**src/rtl/prog_loader_if.sv**
```systemverilog
// prog_loader_if: groups the byte-stream handshake and the instruction-memory
// programming port of the program loader.
//   in_data/in_valid/in_ready   framed byte stream (upstream -> loader)
//   inst/inst_mem_offset        word and word index being written
//   programming_data_valid      one-cycle write strobe
//   programming_done            one-cycle "frame loaded, checksum good" pulse
//   busy/error/err_code         loader status
// Modports: master = byte source / observer, slave = the loader itself.
interface prog_loader_if #(
  parameter int INST_MEM_ADDR_SIZE = 10
);
  logic [7:0]                    in_data;
  logic                          in_valid;
  logic                          in_ready;
  logic [31:0]                   inst;
  logic [INST_MEM_ADDR_SIZE-1:0] inst_mem_offset;
  logic                          programming_data_valid;
  logic                          programming_done;
  logic                          busy;
  logic                          error;
  logic [1:0]                    err_code;

  modport master (
    output in_data, in_valid,
    input  in_ready, inst, inst_mem_offset, programming_data_valid,
           programming_done, busy, error, err_code
  );

  modport slave (
    input  in_data, in_valid,
    output in_ready, inst, inst_mem_offset, programming_data_valid,
           programming_done, busy, error, err_code
  );
endinterface

```
**src/rtl/prog_loader.sv**
```systemverilog
// prog_loader: byte-stream program loader. Parses frames of the form
//   SYNC, LEN_LO, LEN_HI, LEN x 4 data bytes (little-endian words), CSUM
// where CSUM is the XOR of the length bytes and all data bytes. Each complete
// word is written to instruction memory with a one-cycle strobe; a frame with
// a good checksum ends with a one-cycle programming_done pulse, which is what
// releases the core from reset downstream.
// Ports:
//   clk      single clock, rising edge
//   reset_n  asynchronous active-low reset
//   bus      prog_loader_if.slave (stream in, programming port and status out)
module prog_loader #(
  parameter int         INST_MEM_ADDR_SIZE = 10,
  parameter int         TIMEOUT_CYCLES     = 1_000_000,
  parameter logic [7:0] SYNC_BYTE          = 8'hA5
) (
  input  logic         clk,
  input  logic         reset_n,
  prog_loader_if.slave bus
);

  localparam int          CNT_W   = $clog2(TIMEOUT_CYCLES + 1);
  localparam logic [16:0] MAX_LEN = 17'(1) << INST_MEM_ADDR_SIZE;

  typedef enum logic [2:0] {
    IDLE, LEN_LO, LEN_HI, DATA, CSUM, DONE, ERR
  } state_t;

  state_t             state;
  logic [15:0]        len;
  logic [15:0]        word_idx;
  logic [1:0]         lane;
  logic [23:0]        word_buf;
  logic [7:0]         run_xor;
  logic [CNT_W-1:0]   tmo_cnt;

  logic               accept;
  logic               tmo_hit;
  logic [15:0]        new_len;

  // Ready and busy are pure decodes of the state register.
  assign bus.in_ready = (state != DONE);
  assign bus.busy     = (state == LEN_LO) || (state == LEN_HI) ||
                        (state == DATA)   || (state == CSUM);
  assign accept       = bus.in_valid && bus.in_ready;
  // A byte accepted on the expiry edge wins over the timeout.
  assign tmo_hit      = bus.busy && !accept &&
                        (tmo_cnt == CNT_W'(TIMEOUT_CYCLES));
  assign new_len      = {bus.in_data, len[7:0]};

  always_ff @(posedge clk or negedge reset_n) begin
    if (!reset_n) begin
      state                      <= IDLE;
      len                        <= '0;
      word_idx                   <= '0;
      lane                       <= '0;
      word_buf                   <= '0;
      run_xor                    <= '0;
      tmo_cnt                    <= '0;
      bus.inst                   <= '0;
      bus.inst_mem_offset        <= '0;
      bus.programming_data_valid <= 1'b0;
      bus.programming_done       <= 1'b0;
      bus.error                  <= 1'b0;
      bus.err_code               <= 2'b00;
    end else begin
      bus.programming_data_valid <= 1'b0;
      bus.programming_done       <= 1'b0;

      // Idle-gap counter; every state entry inside a frame coincides with an
      // accepted byte or a timeout, both of which clear it.
      if (accept || tmo_hit) begin
        tmo_cnt <= '0;
      end else if (bus.busy) begin
        tmo_cnt <= tmo_cnt + CNT_W'(1);
      end

      if (tmo_hit) begin
        state        <= ERR;
        bus.error    <= 1'b1;
        bus.err_code <= 2'b11;
      end else begin
        case (state)
          IDLE: begin
            if (accept && bus.in_data == SYNC_BYTE) begin
              state    <= LEN_LO;
              run_xor  <= '0;
              word_idx <= '0;
              lane     <= '0;
            end
          end

          LEN_LO: begin
            if (accept) begin
              len[7:0] <= bus.in_data;
              run_xor  <= run_xor ^ bus.in_data;
              state    <= LEN_HI;
            end
          end

          LEN_HI: begin
            if (accept) begin
              len     <= new_len;
              run_xor <= run_xor ^ bus.in_data;
              if (new_len == 16'd0 || {1'b0, new_len} > MAX_LEN) begin
                state        <= ERR;
                bus.error    <= 1'b1;
                bus.err_code <= 2'b01;
              end else begin
                state    <= DATA;
                word_idx <= '0;
                lane     <= '0;
              end
            end
          end

          DATA: begin
            if (accept) begin
              run_xor <= run_xor ^ bus.in_data;
              case (lane)
                2'd0: word_buf[7:0]   <= bus.in_data;
                2'd1: word_buf[15:8]  <= bus.in_data;
                2'd2: word_buf[23:16] <= bus.in_data;
                default: begin
                  bus.inst                   <= {bus.in_data, word_buf};
                  bus.inst_mem_offset        <= word_idx[INST_MEM_ADDR_SIZE-1:0];
                  bus.programming_data_valid <= 1'b1;
                  // The index stops at LEN-1; the last word moves on to CSUM.
                  if (word_idx == len - 16'd1) begin
                    state <= CSUM;
                  end else begin
                    word_idx <= word_idx + 16'd1;
                  end
                end
              endcase
              lane <= lane + 2'd1;
            end
          end

          CSUM: begin
            if (accept) begin
              if (bus.in_data == run_xor) begin
                state                <= DONE;
                bus.programming_done <= 1'b1;
              end else begin
                state        <= ERR;
                bus.error    <= 1'b1;
                bus.err_code <= 2'b10;
              end
            end
          end

          DONE: begin
            state <= IDLE;
          end

          ERR: begin
            // Everything but a sync byte is dropped; sync restarts a frame.
            if (accept && bus.in_data == SYNC_BYTE) begin
              state        <= LEN_LO;
              bus.error    <= 1'b0;
              bus.err_code <= 2'b00;
              run_xor      <= '0;
              word_idx     <= '0;
              lane         <= '0;
            end
          end

          default: state <= IDLE;
        endcase
      end
    end
  end

endmodule

```
**src/flat_wrapper.sv**
```systemverilog
// flat-port wrapper written by rule: the top's interface ports become plain ports
module prog_loader_flat 
#(
  parameter int         INST_MEM_ADDR_SIZE = 10,
  parameter int         TIMEOUT_CYCLES     = 1_000_000,
  parameter logic [7:0] SYNC_BYTE          = 8'hA5
)
  (clk, reset_n, bus_in_data, bus_in_valid, bus_in_ready, bus_inst, bus_inst_mem_offset, bus_programming_data_valid, bus_programming_done, bus_busy, bus_error, bus_err_code);
  prog_loader_if #(.INST_MEM_ADDR_SIZE(INST_MEM_ADDR_SIZE)) bus_i ();
  input  logic clk;
  input  logic reset_n;
  input wire logic [$bits(bus_i.in_data)-1:0] bus_in_data;
  input wire logic [$bits(bus_i.in_valid)-1:0] bus_in_valid;
  output wire logic [$bits(bus_i.in_ready)-1:0] bus_in_ready;
  output wire logic [$bits(bus_i.inst)-1:0] bus_inst;
  output wire logic [$bits(bus_i.inst_mem_offset)-1:0] bus_inst_mem_offset;
  output wire logic [$bits(bus_i.programming_data_valid)-1:0] bus_programming_data_valid;
  output wire logic [$bits(bus_i.programming_done)-1:0] bus_programming_done;
  output wire logic [$bits(bus_i.busy)-1:0] bus_busy;
  output wire logic [$bits(bus_i.error)-1:0] bus_error;
  output wire logic [$bits(bus_i.err_code)-1:0] bus_err_code;
  assign bus_i.in_data = bus_in_data;
  assign bus_i.in_valid = bus_in_valid;
  assign bus_in_ready = bus_i.in_ready;
  assign bus_inst = bus_i.inst;
  assign bus_inst_mem_offset = bus_i.inst_mem_offset;
  assign bus_programming_data_valid = bus_i.programming_data_valid;
  assign bus_programming_done = bus_i.programming_done;
  assign bus_busy = bus_i.busy;
  assign bus_error = bus_i.error;
  assign bus_err_code = bus_i.err_code;
  prog_loader #(.INST_MEM_ADDR_SIZE(INST_MEM_ADDR_SIZE), .TIMEOUT_CYCLES(TIMEOUT_CYCLES), .SYNC_BYTE(SYNC_BYTE)) u_core (.clk(clk), .reset_n(reset_n), .bus(bus_i));
endmodule
```
**config.mk**
```make
export PLATFORM = sky130hd
export DESIGN_NAME = prog_loader_flat
export DESIGN_NICKNAME = d
export VERILOG_FILES = /design/src/rtl/prog_loader_if.sv /design/src/rtl/prog_loader.sv /design/src/flat_wrapper.sv
export SDC_FILE = /design/constraint.sdc
export NUM_CORES = 1
export LEC_CHECK = 0
export ABC_CLOCK_PERIOD_IN_PS = 5250
export CAP_MARGIN = 20
export CELL_PAD_IN_SITES_DETAIL_PLACEMENT = 1
export CELL_PAD_IN_SITES_GLOBAL_PLACEMENT = 1
export CORE_AREA = 2 2 115 128
export CTS_CLUSTER_DIAMETER = 80
export DETAILED_ROUTE_END_ITERATION = 16
export DIE_AREA = 0 0 117 130
export HOLD_SLACK_MARGIN = 0.05
export PLACE_DENSITY_LB_ADDON = 0.1
export SLEW_MARGIN = 20
export SYNTH_ARGS = -nofsm -noshare
export SYNTH_HDL_FRONTEND = slang
export SYNTH_SLANG_ARGS = --single-unit
export TNS_END_PERCENT = 10
```
**constraint.sdc**
```tcl
create_clock -name clk -period 5.25 [get_ports clk]
set_clock_uncertainty 0.2 [all_clocks]
set_input_delay 1.05 -clock clk [delete_from_list [all_inputs] [get_ports clk]]
set_output_delay 1.05 -clock clk [all_outputs]
set_load 0.05 [all_outputs]
```
==> out/summary.txt <==
Initial Util = 48.8%
Flops & latches, synth = 136
DIE AREA = 15200 um2
FF/Latch Area = 3400 um2
Final Hold Fails = 0
Largest family of logic cells by synthesized area = simple AND/OR/NAND/NOR gates
Status = completed
Post-DP HPWL = 12500 um
Final estimated routing congestion in global placement = 0.840
Clock transition at path regs = 60 ps
Worst EP required = 5350 ps
Buf/Inv on CP = 1
MaxCap Viol Count = 0
Period utilization = 80.1%
Initial DRT Pass Iterations = 4
Synth Area in Simple Gates = 17.0%
PwrDens = 502 nW/um2
Xor and xnor area share after synthesis = 5.35%
Setup crit end kind = flip-flop
H-tree levels = 4
Clk Latency, worst-skew pair = 420 ps
Share of layout cells above drive strength 1 = 17.5%
CTS buffer count = 17
Worst path max stage delay = 690 ps
Post_cts resized = 0
Multi-input logic area = 3250 um2
Antenna violations before repair = 0
Mapped Area = 6880 um2
Core area = 14100 um2
CP max-delay cell = clkdlybuf4s50_1
Seq/Total Area, Yosys = 49.5%
Gate Count Post-Synth = 653
Critical path cell sequence = clkdlybuf4s50_1 > nor2b_1 > nand2_1 > nand4bb_1 > and3_1 > nand2b_1 > a21oi_1 > nor2_1 > a32o_1
Pleak = 3.66 nW
RSZ-0062 raised after global routing = no
Async SR Flop Fraction = 100%
Setup bufs post-CTS = 0
VDD IR-drop max = 0.000259 V
CP max FO = 13
Final ANT Viol Nets = 0
Num ports = 60
Hold crit path type = reg -> reg
Initial DRC Count = 311
WL/cell = 20.7 um
Crit path DAT = 4300 ps
P&R area growth vs syn = 19.2%
Tot GR Track Use = 26.0%
Hold buffers post-CTS = 0
Slew margin rel. = 39.0%
TritonCTS Sinks = 136
Worst path top cell family by delay = simple AND/OR/NAND/NOR gates
Syn avg cell area = 10.5 um2
Startpoint Class = primary input
Via count = 5253
Largest net degree at the start of global routing = 95
Post-Synth Adder-Cell Area = 1.64%
Fillers = 1513
Global-route wire length before repair = 30000 um
Vias in the first global route = 5637
GR Overflow Total = 0
Final min period = 4200 ps
CTS Root Cell = clkbuf_16
Drt total wl = 18700 um
CTS max path bufs = 2
Compound-Gate Fraction of Synth Area = 10.6%
Final Slew Violations = 0
Die Wd = 117 um
Syn Nets = 673
Die Span Y = 130 um
Ys Warns = 0
Fmax achieved = 238 MHz
CP Class = in -> reg
# diodes = 0
Final net count = 722
Endpoints failing setup = 0
Port bufs = 59
Post-synthesis mux area share = 12.5%
Most used DFF post-synth = dfrtp_1
Total power = 4.11 mW
CTS tree = done
EDFF count, synth = 0
Synth unique cells = 64
Remaining DRCs = 0
Worst slew pin tran = 915 ps
Via-to-Cell Ratio = 5.79
Row count = 46
Setup TNS = 0 ps
==> routing by layer <==
layer  part of all wire (%)  wire length (um)  vias up  track usage, %
li1                       -                 -     2433               -
met1                     42              7940     2711            31.3
met2                     53             10000       78            46.9
met3                    2.0               368       31            3.95
met4                    2.3               430        0            9.62
met5                      0                 0        -               0
==> cells by family (layout without fill, tap and decap cells) <==
kind of cell    count (synthesis)  in the layout
mux                            76             76
flops                         136            136
buf+inv                        57            119
xor+xnor                       42             42
fa+ha+maj                       9              9
simple gates                  218            218
compound gates                115            115
==> worst paths after layout <==
kind | startpoint | cells past startpoint | end | slack (ps)
worst max register to register | u_core.len[2]$_DFFE_PN0P_ | 8 | u_core.word_idx[6]$_DFFE_PN0P_ | 1700
worst max-delay path | bus_in_valid | 9 | u_core.word_idx[1]$_DFFE_PN0P_ | 1050
max in group asynchronous | reset_n | 2 | u_core.bus.inst[7]$_DFFE_PN0P_ | 3270
min in group asynchronous | reset_n | 1 | u_core.bus.inst[2]$_DFFE_PN0P_ | 480
worst min register to register | u_core.bus.inst_mem_offset[6]$_DFFE_PN0P_ | 2 | u_core.bus.inst_mem_offset[6]$_DFFE_PN0P_ | 280
worst min-delay path | u_core.bus.inst_mem_offset[6]$_DFFE_PN0P_ | 2 | u_core.bus.inst_mem_offset[6]$_DFFE_PN0P_ | 280
==> tightest hold or removal path, delay by kind of cell, from the launching register on <==
kind	cells	cell delay [ps]
AOI/OAI and AO/OA	1	60
DFF	1	340
and+or+nand+nor	1	50
==> through the flow <==
step                utilization [%]  setup slack, ps  instance area [um2]  hold slack (ps)  cells
finish                         58.1             1050                 8200              285    907
floorplan                         -             2070                 6880              246    653
CTS                            58.1             1140                 8190              291    907
global route                   58.1              707                 8200              307    907
global placement               53.9              845                 7600              262    875
detailed placement             53.9              741                 7600              277    875
==> where the power goes <==
part	switching [mW]	internal (mW)	total, mW
combinational	0.776	0.548	1.32
sequential	0.312	1.28	1.59
clock	0.477	0.715	1.19
==> registers in the layout, indices dropped and copies added (netlist names), 2 cells and up <==
register / flops
u_core.word_buf: 24
u_core.bus.inst_mem_offset: 10
u_core.tmo_cnt: 20
u_core.bus.inst: 32
u_core.lane: 2
u_core.word_idx: 16
u_core.len: 16
u_core.bus.err_code: 2
u_core.state: 3
u_core.run_xor: 8
==> placed cells by master (no fill, tap or decap), drive strengths merged, types with 9 or more instances in the layout <==
master and n:
nor3 10, a21oi 31, mux2 74, clkbuf 19, nor4 17, and3 13
nand2 55, clkdlybuf4s50 58, xnor2 11, nand4 14, nor2 43, dfrtp 136
nand3 18, inv 24, xor2 31, ha 9, o21ai 42
==> cell type report <==
class / instances / area share, %
Clock buffer: 19 / 5.40
Clock inverter: 13 / 1.77
Inverter: 22 / 1.01
Multi-Input combinational cell: 460 / 39.6
Sequential cell: 136 / 41.5
Tap cell: 192 / 2.93
Timing Repair Buffer: 65 / 7.77
==> cell usage after synthesis (11+ instances only) <==
master | instances | share of area, %
dfrtp_1 | 136 | 49
mux2_2 | 73 | 12
nand2_1 | 55 | 3.0
nor2_1 | 43 | 2.3
o21ai_0 | 37 | 2.7
xor2_1 | 31 | 3.9
a21oi_1 | 29 | 2.1
clkbuf_1 | 29 | 1.6
inv_1 | 22 | 1.2
nand3_1 | 18 | 1.3
nand4_1 | 14 | 1.3
and3_1 | 13 | 1.2
nor4_1 | 13 | 1.2
xnor2_1 | 11 | 1.4
Power figures use the tool's default switching activity.
